<file path="config.mk">
export PLATFORM = sky130hd
export DESIGN_NAME = sin_period_meas
export DESIGN_NICKNAME = d
export VERILOG_FILES = /design/src/rtl/sin_meas_pkg.sv /design/src/rtl/sin_zc_det.sv /design/src/rtl/sin_period_meas.sv
export SDC_FILE = /design/constraint.sdc
export NUM_CORES = 1
export LEC_CHECK = 0
export ABC_AREA = 1
export CORE_MARGIN = 2
export CORE_UTILIZATION = 50
export CTS_CLUSTER_DIAMETER = 40
export DETAILED_ROUTE_END_ITERATION = 7
export GPL_TIMING_DRIVEN = 0
export HOLD_SLACK_MARGIN = 0.12
export PLACE_DENSITY = 0.72
export SKIP_CTS_REPAIR_TIMING = 1
export SYNTH_ARGS = -nofsm -noshare
export SYNTH_HDL_FRONTEND = slang
export SYNTH_SLANG_ARGS = --single-unit
export TNS_END_PERCENT = 5
</file>
<file path="constraint.sdc">
create_clock -name clk -period 1.93 [get_ports clk]
set_input_delay 0.579 -clock clk [delete_from_list [all_inputs] [get_ports clk]]
set_output_delay 0.579 -clock clk [all_outputs]
set_load 0.05 [all_outputs]
</file>
<file path="src/rtl/sin_meas_pkg.sv">
// Shared types and default sizing for the sine period measurement block.
//   state_t : measurement FSM states
//   DEF_*   : default parameter values used by sin_period_meas / sin_zc_det
package sin_meas_pkg;

  localparam int unsigned DEF_DATA_W     = 9;
  localparam int unsigned DEF_CNT_W      = 16;
  localparam int unsigned DEF_HYST       = 8;
  localparam int unsigned DEF_LOG2_NAVG  = 2;
  localparam int unsigned DEF_MAX_PERIOD = 32'h0000_FFFF;

  typedef enum logic [1:0] {
    IDLE    = 2'd0,
    ARM     = 2'd1,
    SEEK    = 2'd2,
    MEASURE = 2'd3
  } state_t;

endpackage

</file>
<file path="src/rtl/sin_zc_det.sv">
// Hysteretic threshold compare for the rising zero-crossing detector.
// Purely combinational; the armed flag itself lives in the parent.
//   sample_i   : signed sample under test
//   armed_i    : a low sample has been seen since the last crossing
//   is_low_c   : sample_i <= -HYST
//   is_high_c  : sample_i >= +HYST
//   crossing_c : high sample while armed (true rising edge)
module sin_zc_det
  import sin_meas_pkg::*;
#(
  parameter int unsigned DATA_W = DEF_DATA_W,
  parameter int unsigned HYST   = DEF_HYST
) (
  input  logic signed [DATA_W-1:0] sample_i,
  input  logic                     armed_i,
  output logic                     is_low_c,
  output logic                     is_high_c,
  output logic                     crossing_c
);

  localparam logic signed [DATA_W-1:0] POS_TH = DATA_W'(HYST);
  localparam logic signed [DATA_W-1:0] NEG_TH = -POS_TH;

  // Both compares are signed.
  assign is_low_c   = (sample_i <= NEG_TH);
  assign is_high_c  = (sample_i >= POS_TH);
  assign crossing_c = is_high_c & armed_i;

endmodule

</file>
<file path="src/rtl/sin_period_meas.sv">
// Sine sample-stream period / amplitude measurement.
// Detects hysteretic rising zero crossings, averages 2**LOG2_NAVG periods
// (in accepted samples) and reports the average period and the window peak.
//   clk, resetb : clock, asynchronous active-low reset
//   en          : measurement enable, low returns to IDLE every cycle
//   in_valid    : qualifies in_sample; invalid cycles freeze all state
//   in_sample   : signed sample
//   period_out  : averaged period in samples (held until the next result)
//   amp_out     : non-negative peak sample of the last averaging window
//   meas_valid  : one-cycle pulse with each new result
//   locked      : set by a result, cleared by timeout or en low
//   timeout     : one-cycle pulse when the period counter hits MAX_PERIOD
module sin_period_meas
  import sin_meas_pkg::*;
#(
  parameter int unsigned DATA_W     = DEF_DATA_W,
  parameter int unsigned CNT_W      = DEF_CNT_W,
  parameter int unsigned HYST       = DEF_HYST,
  parameter int unsigned LOG2_NAVG  = DEF_LOG2_NAVG,
  parameter int unsigned MAX_PERIOD = DEF_MAX_PERIOD
) (
  input  logic                     clk,
  input  logic                     resetb,
  input  logic                     en,
  input  logic                     in_valid,
  input  logic signed [DATA_W-1:0] in_sample,
  output logic [CNT_W-1:0]         period_out,
  output logic [DATA_W-1:0]        amp_out,
  output logic                     meas_valid,
  output logic                     locked,
  output logic                     timeout
);

  localparam int unsigned ACC_W  = CNT_W + LOG2_NAVG;
  localparam int unsigned PN_W   = LOG2_NAVG + 1;
  localparam int unsigned CNT_W1 = CNT_W + 1;

  localparam logic [PN_W-1:0]   NAVG    = PN_W'(1 << LOG2_NAVG);
  localparam logic [CNT_W1-1:0] MAX_CNT = CNT_W1'(MAX_PERIOD);

  function automatic logic signed [DATA_W-1:0] smax(
    input logic signed [DATA_W-1:0] a,
    input logic signed [DATA_W-1:0] b
  );
    return (a > b) ? a : b;
  endfunction

  state_t                     state_q, state_d;
  logic [CNT_W-1:0]           cnt_q, cnt_d;
  logic [ACC_W-1:0]           acc_q, acc_d;
  logic [PN_W-1:0]            per_n_q, per_n_d;
  logic signed [DATA_W-1:0]   peak_q, peak_d;
  logic                       armed_q, armed_d;
  logic [CNT_W-1:0]           period_q, period_d;
  logic [DATA_W-1:0]          amp_q, amp_d;
  logic                       meas_valid_q, meas_valid_d;
  logic                       locked_q, locked_d;
  logic                       timeout_q, timeout_d;

  logic                       is_low_c;
  logic                       is_high_c;
  logic                       crossing_c;

  logic [CNT_W1-1:0]          cnt_inc_c;
  logic                       cnt_hit_c;
  logic [ACC_W-1:0]           acc_sum_c;
  logic [PN_W-1:0]            per_n_inc_c;
  logic signed [DATA_W-1:0]   peak_upd_c;

  // Threshold compare and crossing qualification.
  sin_zc_det #(
    .DATA_W (DATA_W),
    .HYST   (HYST)
  ) u_zc_det (
    .sample_i   (in_sample),
    .armed_i    (armed_q),
    .is_low_c   (is_low_c),
    .is_high_c  (is_high_c),
    .crossing_c (crossing_c)
  );

  // Arithmetic shared by the FSM branches.
  assign cnt_inc_c   = {1'b0, cnt_q} + CNT_W1'(1);
  assign cnt_hit_c   = (cnt_inc_c == MAX_CNT);
  assign acc_sum_c   = acc_q + ACC_W'(cnt_q);
  assign per_n_inc_c = per_n_q + PN_W'(1);
  assign peak_upd_c  = smax(peak_q, in_sample);

  // Next-state and output logic.
  always_comb begin
    state_d      = state_q;
    cnt_d        = cnt_q;
    acc_d        = acc_q;
    per_n_d      = per_n_q;
    peak_d       = peak_q;
    armed_d      = armed_q;
    period_d     = period_q;
    amp_d        = amp_q;
    meas_valid_d = 1'b0;
    locked_d     = locked_q;
    timeout_d    = 1'b0;

    if (!en) begin
      // Disable discards any partial window; results hold.
      state_d  = IDLE;
      cnt_d    = '0;
      acc_d    = '0;
      per_n_d  = '0;
      peak_d   = '0;
      armed_d  = 1'b0;
      locked_d = 1'b0;
    end else if (in_valid) begin
      unique case (state_q)
        IDLE: begin
          state_d = ARM;
        end

        // Wait for a low sample so the first crossing is a real rising edge.
        ARM: begin
          if (is_low_c) begin
            state_d = SEEK;
            cnt_d   = CNT_W'(1);
          end
        end

        SEEK: begin
          if (is_high_c) begin
            state_d = MEASURE;
            cnt_d   = CNT_W'(1);
            acc_d   = '0;
            per_n_d = '0;
            peak_d  = in_sample;
            armed_d = 1'b0;
          end else if (cnt_hit_c) begin
            state_d   = ARM;
            cnt_d     = '0;
            timeout_d = 1'b1;
            locked_d  = 1'b0;
          end else begin
            cnt_d = cnt_inc_c[CNT_W-1:0];
          end
        end

        MEASURE: begin
          if (crossing_c) begin
            // The crossing sample starts the next period (cnt restarts at 1).
            cnt_d   = CNT_W'(1);
            armed_d = 1'b0;
            if (per_n_inc_c == NAVG) begin
              period_d     = CNT_W'(acc_sum_c >> LOG2_NAVG);
              amp_d        = peak_q[DATA_W-1] ? '0 : $unsigned(peak_q);
              meas_valid_d = 1'b1;
              locked_d     = 1'b1;
              acc_d        = '0;
              per_n_d      = '0;
              peak_d       = in_sample;
            end else begin
              acc_d   = acc_sum_c;
              per_n_d = per_n_inc_c;
              peak_d  = peak_upd_c;
            end
          end else if (cnt_hit_c) begin
            state_d   = ARM;
            cnt_d     = '0;
            acc_d     = '0;
            per_n_d   = '0;
            armed_d   = 1'b0;
            timeout_d = 1'b1;
            locked_d  = 1'b0;
          end else begin
            cnt_d   = cnt_inc_c[CNT_W-1:0];
            peak_d  = peak_upd_c;
            armed_d = armed_q | is_low_c;
          end
        end

        default: begin
          state_d = IDLE;
        end
      endcase
    end
  end

  // State and output registers.
  always_ff @(posedge clk or negedge resetb) begin
    if (!resetb) begin
      state_q      <= IDLE;
      cnt_q        <= '0;
      acc_q        <= '0;
      per_n_q      <= '0;
      peak_q       <= '0;
      armed_q      <= 1'b0;
      period_q     <= '0;
      amp_q        <= '0;
      meas_valid_q <= 1'b0;
      locked_q     <= 1'b0;
      timeout_q    <= 1'b0;
    end else begin
      state_q      <= state_d;
      cnt_q        <= cnt_d;
      acc_q        <= acc_d;
      per_n_q      <= per_n_d;
      peak_q       <= peak_d;
      armed_q      <= armed_d;
      period_q     <= period_d;
      amp_q        <= amp_d;
      meas_valid_q <= meas_valid_d;
      locked_q     <= locked_d;
      timeout_q    <= timeout_d;
    end
  end

  assign period_out = period_q;
  assign amp_out    = amp_q;
  assign meas_valid = meas_valid_q;
  assign locked     = locked_q;
  assign timeout    = timeout_q;

endmodule
</file>
# Word-level counts from Yosys, hierarchy flattened
# Index checks and enable logic that the tools add are counted.
[word_totals] ff_bits=77 in_bits=13 elab_cells=103
[op_classes] addsub=3 n_lt_le_gt_ge=3 n_eq_ne=15 mux=61 bitwise=2 reduce_logical=8
[op_table] operator="$mux W18" n=6
[op_table] operator="$mux W16" n=6
[op_table] operator="$mux W9" n=7
[op_table] operator="$pmux W16 S3" n=1
[op_table] operator="$pmux W18 S2" n=1
[op_table] operator="$mux W1" n=21
[op_table] operator="$add A18 B16 Y18" n=1
[op_table] operator="$mux W3" n=6
[op_table] operator="$pmux W9 S2" n=1
[op_table] operator="$add A16 B1 Y17 const B" n=1
[op_table] operator="$eq A17 B16 Y1 const B" n=1
[op_table] operator="$mux W2" n=6
[op_table] operator="$ne A4 B4 Y1 const B" n=3
[op_table] operator="$reduce_and A4 Y1" n=3
[op_table] operator="$ge A9 B5 Y1 const B" n=1
[op_table] operator="$gt A9 B9 Y1" n=1
[op_table] operator="$le A9 B4 Y1 const B" n=1
[op_table] operator="$ne A3 B3 Y1 const B" n=3
[op_table] operator="$reduce_and A3 Y1" n=3
[op_table] operator="$mux W8" n=1
[op_table] operator="$pmux W2 S4" n=1
[op_table] operator="$pmux W1 S2" n=3
[op_table] operator="$pmux W3 S2" n=1
[op_table] operator="$reduce_and A5 Y1" n=1
[op_table] operator="11 further kinds" n=12

# Logic depth before layout (Yosys ltp)
# Gate-level depths: netlist of run 1.
[logic_depth] ltp_word=7 ltp_mapped=16

# Cells and area by module
# Synthesis of run 1 repeated with hierarchy kept, for this count alone.
[unflattened] cells_unflattened=749 area_unflattened_um2=5276.3
[by_module_without_submodules] module="sin_period_meas" n_inst=1 cells_per_inst=733 area_each_um2=5212.5 seq_area_each_um2=1901.8
[by_module_without_submodules] module="sin_zc_det" n_inst=1 cells_per_inst=16 area_each_um2=63.8 seq_area_each_um2=0.0

# Worst setup path before layout of run 1
# Ideal clock, no wire load.
[synth_timing] kind="flip-flop to flip-flop" startpoint="register cnt_q[1]" endpoint="register acc_q[1]" setup_time_ns=0.118 t_arrival_ns=2.006 slack_ns=-0.194 stages_incl_launch_ff=14 synth_period_minus_slack_ns=2.124 path_cell_list="dfrtp_1 -> ha_1 -> inv_1 -> nor2_4 -> nand3_1 -> xor2_1 -> nand3b_1 -> nor2_2 -> nand3_4 -> a21oi_4 -> inv_2 -> buf_6 -> nand2_1 -> nand2_1"
[synth_between] elab_chain_cells=6 word_cells_on_any_way=10
[synth_rtl] item="start, declared" line="sin_period_meas.sv:49" text="logic [CNT_W-1:0] cnt_q, cnt_d;"
[synth_rtl] item="start signal, assigned" line="sin_period_meas.sv:200" text="cnt_q <= cnt_d;"
[synth_rtl] item="$add A18 B16 Y18" line="sin_period_meas.sv:85" text="assign acc_sum_c = acc_q + ACC_W'(cnt_q);"
[synth_rtl] item="$mux W18" line="sin_period_meas.sv:149" text="if (per_n_inc_c == NAVG) begin"
[synth_rtl] item="$mux W18" line="sin_period_meas.sv:145" text="if (crossing_c) begin"
[synth_rtl] item="$pmux W18 S2" line="sin_period_meas.sv:113" text="unique case (state_q)"
[synth_rtl] item="$mux W18" line="sin_period_meas.sv:112" text="end else if (in_valid) begin"
[synth_rtl] item="$mux W18" line="sin_period_meas.sv:103" text="if (!en) begin"
[synth_rtl] item="end signal, assigned" line="sin_period_meas.sv:189" text="acc_q <= '0;"
[synth_rtl] item="end signal, assigned" line="sin_period_meas.sv:201" text="acc_q <= acc_d;"
[synth_rtl] item="end, declared" line="sin_period_meas.sv:50" text="logic [ACC_W-1:0] acc_q, acc_d;"
# Parallel ways exist; a longest one is shown, timed or not. The select of a mux whose other input is x is not followed.
# A chain may end at the register's enable or synchronous reset.

# Final worst setup path of run 1
[layout_timing] startpoint="register cnt_q[1]" endpoint="register acc_q[8]"
# The elaborated chain is that of the path after synthesis.

==> reports/results.txt, run 1 <==
Status: complete, but fails checks
Failing checks: negative setup slack
H-tree depth reported by CTS: 3
Critical path arrival: 2560 ps
FP Rows: 36
Remaining DRCs: 0
EDFF count, synth: 0
Layout cells sized above 1: 16.0%
Clk buf depth: 2
Slew at the pin closest to its max-slew limit: 514 ps
Kind of critical path: register to register
Global-route usage over all layers: 26.2%
Fin nets: 768
Crit path launch type: register
Cells after DPL: 830
Normalized max-slew margin: 65.7%
Pwr Density: 730 nW/µm²
Worst skew pair latency: 370 ps
Hold Fails Final Rpt: 0
Clock Power Share: 30.5%
Dpl hpwl: 9460 µm
CTS buffer count: 9
Vias per inst: 5.47
Max IR drop VDD: 0.000455 V
IO Pins: 41
Period utilization: 120%
Required time worst endpoint: 2180 ps
Initial antenna violation count: 0
Post-Syn Area: 4890 µm²
Antenna cell count: 0
Sink Count: 76
Finished Layout Cells: 863
P&R area growth vs syn: 26.2%
Fin crit period: 2310 ps
Leak: 3.53 nW
Final instance area: 6170 µm²
First-pass GRT wire length: 21400 µm
Vias in the first global route: 4436
Wirelength, routed: 13400 µm
Placed Area: 5520 µm²
CTS tree: done
Core ar.: 9640 µm²
Die Span Y: 103 µm
P_sw: 1.57 mW
Largest net degree at the start of global routing: 54
Die footprint: 10600 µm²
Initial Utilization: 50.7%
Antenna Nets Post-Route: 0
Routability cong.: 0.915
Wirelength per Cell: 15.5 µm
Die outline width: 103 µm
Syn avg cell area: 7.44 µm²
Final Util: 64.0%
Comb pwr share: 28.7%
Synthesized Nets: 700
Final number of max-transition violations: 0
Post-Syn Instances: 657
Synth async-reset ratio: 100%
Distinct cells, synth: 41
Switching Share: 34.8%
Reg2reg start: cnt_q[1]
DR vias: 4724
Worst-path clk slew: 80 ps
Final hold slack: 113 ps
HP Class: input port to async pin
Critical Path Fanout Max: 10
RSZ-0062 raised after global routing: true
Max Freq: 432 MHz
Yosys warning count: 0
Root buf cell: clkbuf_8
Final clock skew: 12.1 ps
Drt first pass iters: 5
Critical Path Sink Type: register
Dominant synthesized flop cell: dfrtp_1
Register area share after synthesis: 38.9%
Seq pwr share: 40.8%
Max-cap violations: 0
Critical path origin: cnt_q[1]
# setup viols final: 76
Pint: 2.94 mW
Final WS setup: -383 ps
#FFs+latches synth: 76
I/O Buffers: 39
DRT iter0 DRCs: 254
Congestion Overflow GR: 0
final cells by class:
type                    instances  area (µm²)
clock inverters                 5        75.1
inverters                      65         250
multi-input cells             503        2880
clock buffers                  11         141
repair buffers                 57         646
well taps                     133         166
plain buffers                  13         100
fillers                       870        3470
flip-flops and latches         76        1910
state kept, by name, summed over array words and instances, names as in the netlist:
register    count
acc_q          18
amp_out         8
armed_q         1
cnt_q          16
locked          1
meas_valid      1
peak_q          9
per_n_q         3
period_out     16
state_q         2
timeout         1
kinds of logic (layout without fill, tap and decap cells):
kind of cell,count (synthesis),after routing,synth area share (%)
flip-flops,76,76,38.9
XOR/XNOR,19,19,3.40
AO/OA/AOI/OAI,81,81,9.55
AND/OR/NAND/NOR,372,372,33.7
buffers and inverters,78,151,6.55
adder cells (fa/ha/maj),30,30,7.83
other,1,1,0.0767
worst paths after layout:
check	endpoint	slack, ps	depth (start not counted)
setup reg to reg	acc_q[8]	-380	13
setup / recovery	acc_q[8]	-380	13
hold / removal	cnt_q[4]	110	1
hold reg to reg	period_out[1]	480	2
min in group clk	period_out[1]	480	2
max in group asynchronous	cnt_q[6]	1250	2
worst max-delay path: stages (launching register included):
cell	delay [ps]
dfrtp_2	430
ha_4	170
inv_2	50
nor2_4	140
nand3_2	120
xor2_1	220
nand3b_1	160
nor2_4	170
nand3_4	110
a21oi_4	250
inv_4	90
buf_6	150
nand2_1	70
nand2_1	60
per-stage QoR:
stage                     worst slack, ps  power (mW)  TNS [ps]
after floorplan                     -80.5        2.54     -2210
after global placement              -2700        2.84   -257640
after detailed placement            -1190        2.88    -73860
after CTS                            -806        4.24    -51280
after global routing                 -531        4.77    -27310
final                                -383        4.51    -18240
cells in the mapped netlist, types with 2 or more instances:
| cell type | n | area share [%] |
|---|---|---|
| a21oi_1 | 23 | 2.4 |
| or2_2 | 3 | 0.38 |
| buf_4 | 3 | 0.46 |
| a31oi_1 | 2 | 0.26 |
| o21ai_1 | 6 | 0.61 |
| a21o_1 | 2 | 0.31 |
| xor2_1 | 14 | 2.5 |
| a21oi_4 | 2 | 0.67 |
| o21ai_0 | 33 | 3.4 |
| nand4_1 | 12 | 1.5 |
| nor3_2 | 3 | 0.61 |
| o31ai_1 | 3 | 0.46 |
| inv_1 | 61 | 4.7 |
| xnor2_1 | 5 | 0.90 |
| inv_2 | 3 | 0.23 |
| clkbuf_1 | 7 | 0.54 |
| nor2_1 | 44 | 3.4 |
| nor2_2 | 3 | 0.38 |
| nand3_1 | 72 | 7.4 |
| dfrtp_1 | 76 | 39 |
| nor2_4 | 2 | 0.46 |
| nand3b_1 | 8 | 1.2 |
| buf_6 | 2 | 0.46 |
| o22ai_1 | 4 | 0.51 |
| ha_1 | 29 | 7.4 |
| nor3_1 | 7 | 0.72 |
| nand2_1 | 212 | 16 |
| nand2_2 | 3 | 0.38 |
power by group through the flow:
stage	Combinational, mW	Clock, mW	Sequential (mW)
5_1_grt	1.44	1.48	1.85
3_3_place_gp	0.996	0	1.85
6_report	1.30	1.37	1.84
4_1_cts	1.03	1.39	1.82
2_1_floorplan	0.687	0	1.85
3_5_place_dp	1.03	0	1.85
metal layers:
layer	share of wire (%)	routed length (µm)	global-route usage (%)
met1	44	5840	36.7
met2	48	6400	40.6
met3	6.1	811	5.69
met4	2.5	337	8.91
met5	0	0	0
cell usage in the layout, fill, tap and decap left out, drive strengths merged, types with 4 or more instances in the layout:
| master | count |
|---|---|
| o21ai | 40 |
| clkbuf | 15 |
| dfrtp | 76 |
| nor2 | 49 |
| xnor2 | 5 |
| ha | 29 |
| nand2 | 215 |
| dlymetal6s2s | 31 |
| buf | 28 |
| clkdlybuf4s50 | 7 |
| xor2 | 14 |
| nand3b | 8 |
| nand3 | 73 |
| nand4 | 12 |
| inv | 64 |
| o22ai | 4 |
| a21oi | 25 |
| nor3 | 11 |
No activity file was read; power rests on OpenSTA's default activity.
==> inputs of run 2 (changes only) <==
--- a/config.mk
+++ b/config.mk
@@ -6,6 +6,7 @@
 export NUM_CORES = 1
 export LEC_CHECK = 0
 export ABC_AREA = 1
+export ABC_CLOCK_PERIOD_IN_PS = 1930
 export CORE_MARGIN = 2
 export CORE_UTILIZATION = 50
 export CTS_CLUSTER_DIAMETER = 40
==> results of run 2 <==
No change in the layout: final DEF, timing and power equal those of run 1.
==> inputs of run 3 (changes only) <==
--- a/config.mk
+++ b/config.mk
@@ -8,12 +8,12 @@
 export ABC_AREA = 1
 export ABC_CLOCK_PERIOD_IN_PS = 1930
 export CORE_MARGIN = 2
-export CORE_UTILIZATION = 50
+export CORE_UTILIZATION = 30
 export CTS_CLUSTER_DIAMETER = 40
 export DETAILED_ROUTE_END_ITERATION = 7
 export GPL_TIMING_DRIVEN = 0
 export HOLD_SLACK_MARGIN = 0.12
-export PLACE_DENSITY = 0.72
+export PLACE_DENSITY = 0.47
 export SKIP_CTS_REPAIR_TIMING = 1
 export SYNTH_ARGS = -nofsm -noshare
 export SYNTH_HDL_FRONTEND = slang
==> run 3 against run 2 <==
Sequential power barely moved; cell area rose by 2.2%; utilization decreased by 24 points; the flow still finishes with violations (negative setup slack); sequential share of layout area decreased by 0.68 points; critical endpoint is now acc_q[5]; critical path type unchanged; worst setup slack better by 48 ps; via count is 3.7% lower.
==> reports/results.txt, run 3 (synthesis gave the netlist of run 1 again) <==
Status: complete, but fails checks
Failing checks: negative setup slack
Hold Fails Final Rpt: 0
Dpl hpwl: 10300 µm
P&R area growth vs syn: 29.0%
FF-to-FF End: acc_q[5]
Fill cells: 1670
H-tree depth reported by CTS: 3
Buf/Inv on CP: 3
Sink Count: 76
Critical Path Sink Type: register
CTS tree: done
Total Power: 4.63 mW
Biggest register: acc_q
Reg2reg start: cnt_q[0]
Vias in the first global route: 4204
Number of cells on the critical path: 15
Final instance area: 6310 µm²
Post-route setup TNS: -22900 ps
Met2 Use GR: 23.8%
Die outline width: 132 µm
Period utilization: 117%
Max IR drop VDD: 0.000414 V
Kind of critical path: register to register
Required time worst endpoint: 2160 ps
Worst-path clk slew: 60 ps
Max Freq: 441 MHz
Core ar.: 15900 µm²
CTS buffer count: 9
Met3 Usage GRT: 2.66%
Placed Area: 5620 µm²
Antenna Nets Post-Route: 0
Max reg flops: 18
First-pass GRT wire length: 21800 µm
CP top delay family: simple AND/OR/NAND/NOR gates
Fin nets: 776
Crit path launch type: register
Antenna cell count: 0
Crit path top cell by count: nand2_1
Global-route usage over all layers: 15.7%
# setup viols final: 103
Critical path cell sequence: ha_4 > inv_2 > nor2_4 > nand3_1 > nand2_1 > nand3_1 > nor2_2 > nand2_2 > nor2_4 > nand3_4 > a21oi_4 > inv_2 > buf_6 > nand2_1 > nand2_1
Normalized max-slew margin: 65.4%
FP Rows: 46
Die Span Y: 132 µm
R2r setup slk: -340 ps
Leak: 3.10 nW
Most common cell after layout, fill and taps aside: nand2_1
Remaining DRCs: 0
Critical Path Fanout Max: 10
Largest net degree at the start of global routing: 44
Routability cong.: 0.882
DR vias: 4548
Slew at the pin closest to its max-slew limit: 517 ps
Fin crit period: 2270 ps
GRT busiest layer: met2
RSZ-0062 raised after global routing: true
Drt first pass iters: 4
Critical path arrival: 2500 ps
I/O Buffers: 39
HP Class: input port to async pin
IO Pins: 41
Congestion Overflow GR: 0
Initial Utilization: 30.8%
Commonest cells after routing, fill and taps aside: nand2_1 (204), dfrtp_1 (69), nand3_1 (66)
Layout cells sized above 1: 16.3%
DRT iter0 DRCs: 225
Final number of max-transition violations: 0
Worst path slowest cell: dfrtp_2
Slowest stage delay, CP: 460 ps
Final Util: 39.7%
Wirelength per Cell: 14.4 µm
Max-cap violations: 0
Final clock skew: 13.6 ps
Wirelength, routed: 13800 µm
GRT met1 Usage: 22.7%
Root buf cell: clkbuf_16
Initial antenna violation count: 0
Worst skew pair latency: 350 ps
Final WS setup: -335 ps
Reg2Reg Depth: 15
Clk buf depth: 2
Critical path origin: cnt_q[0]
Die footprint: 17300 µm²
Setup crit end: acc_q[5]
Vias per inst: 4.77
Pwr Density: 735 nW/µm²
run 3: changes by cell type in the layout (fill, tap and decap cells not counted), moves of 2 or more:
cell,change
clkbuf_8,-9
clkdlybuf4s50_1,+26
buf_4,+9
clkbuf_16,+8
bufinv_16,-2
clkbuf_1,+3
dlymetal6s2s_1,-26
run 3: worst min-delay path by stage:
stage,startpoint,endpoint,slack (ps),cells after the start
final,resetb,period_out[2],190,1
after detailed placement,period_out[4],period_out[4],460,2
after floorplan,resetb,acc_q[0],280,0
after global placement,period_out[0],period_out[0],460,2
after global routing,resetb,period_out[3],220,1
after CTS,resetb,period_out[2],200,1
run 3: layer usage:
layer / up-vias / part of all wire, %
li1: 2324 / -
met1: 2126 / 51
met2: 87 / 44
met3: 11 / 3.7
met4: 0 / 1.2
met5: - / 0
run 3: final cells by class:
class / count / area, µm² / share of cell area, %
Inverter: 65 / 248 / 3.93
Clock inverter: 2 / 10.0 / 0.159
Sequential cell: 76 / 1910 / 30.3
Buffer: 13 / 111 / 1.77
Timing Repair Buffer: 65 / 616 / 9.76
Multi-Input combinational cell: 503 / 2890 / 45.8
Clock buffer: 14 / 254 / 4.03
Tap cell: 216 / 270 / 4.29
run 3: worst register-to-register path, delay by kind of cell (launching register included):
family / cells / cell delay [ps]
AND/OR/NAND/NOR: 10 / 980
flip-flops: 1 / 460
buffers and inverters: 3 / 290
AO/OA/AOI/OAI: 1 / 240
adder cells (fa/ha/maj): 1 / 180
run 3: power by group:
group          switching, mW  total [mW]  internal [mW]
Clock                  0.669        1.57          0.904
Sequential             0.140        1.84           1.70
Combinational          0.783        1.22          0.438
Total                   1.59        4.63           3.04
run 3: stage by stage:
stage,worst slack [ps],hold WS (ps),std cells
5_1_grt,-513,220,954
3_3_place_gp,-2930,459,912
4_1_cts,-996,201,929
3_5_place_dp,-1350,463,913
6_report,-335,191,954
2_1_floorplan,-80.5,283,657
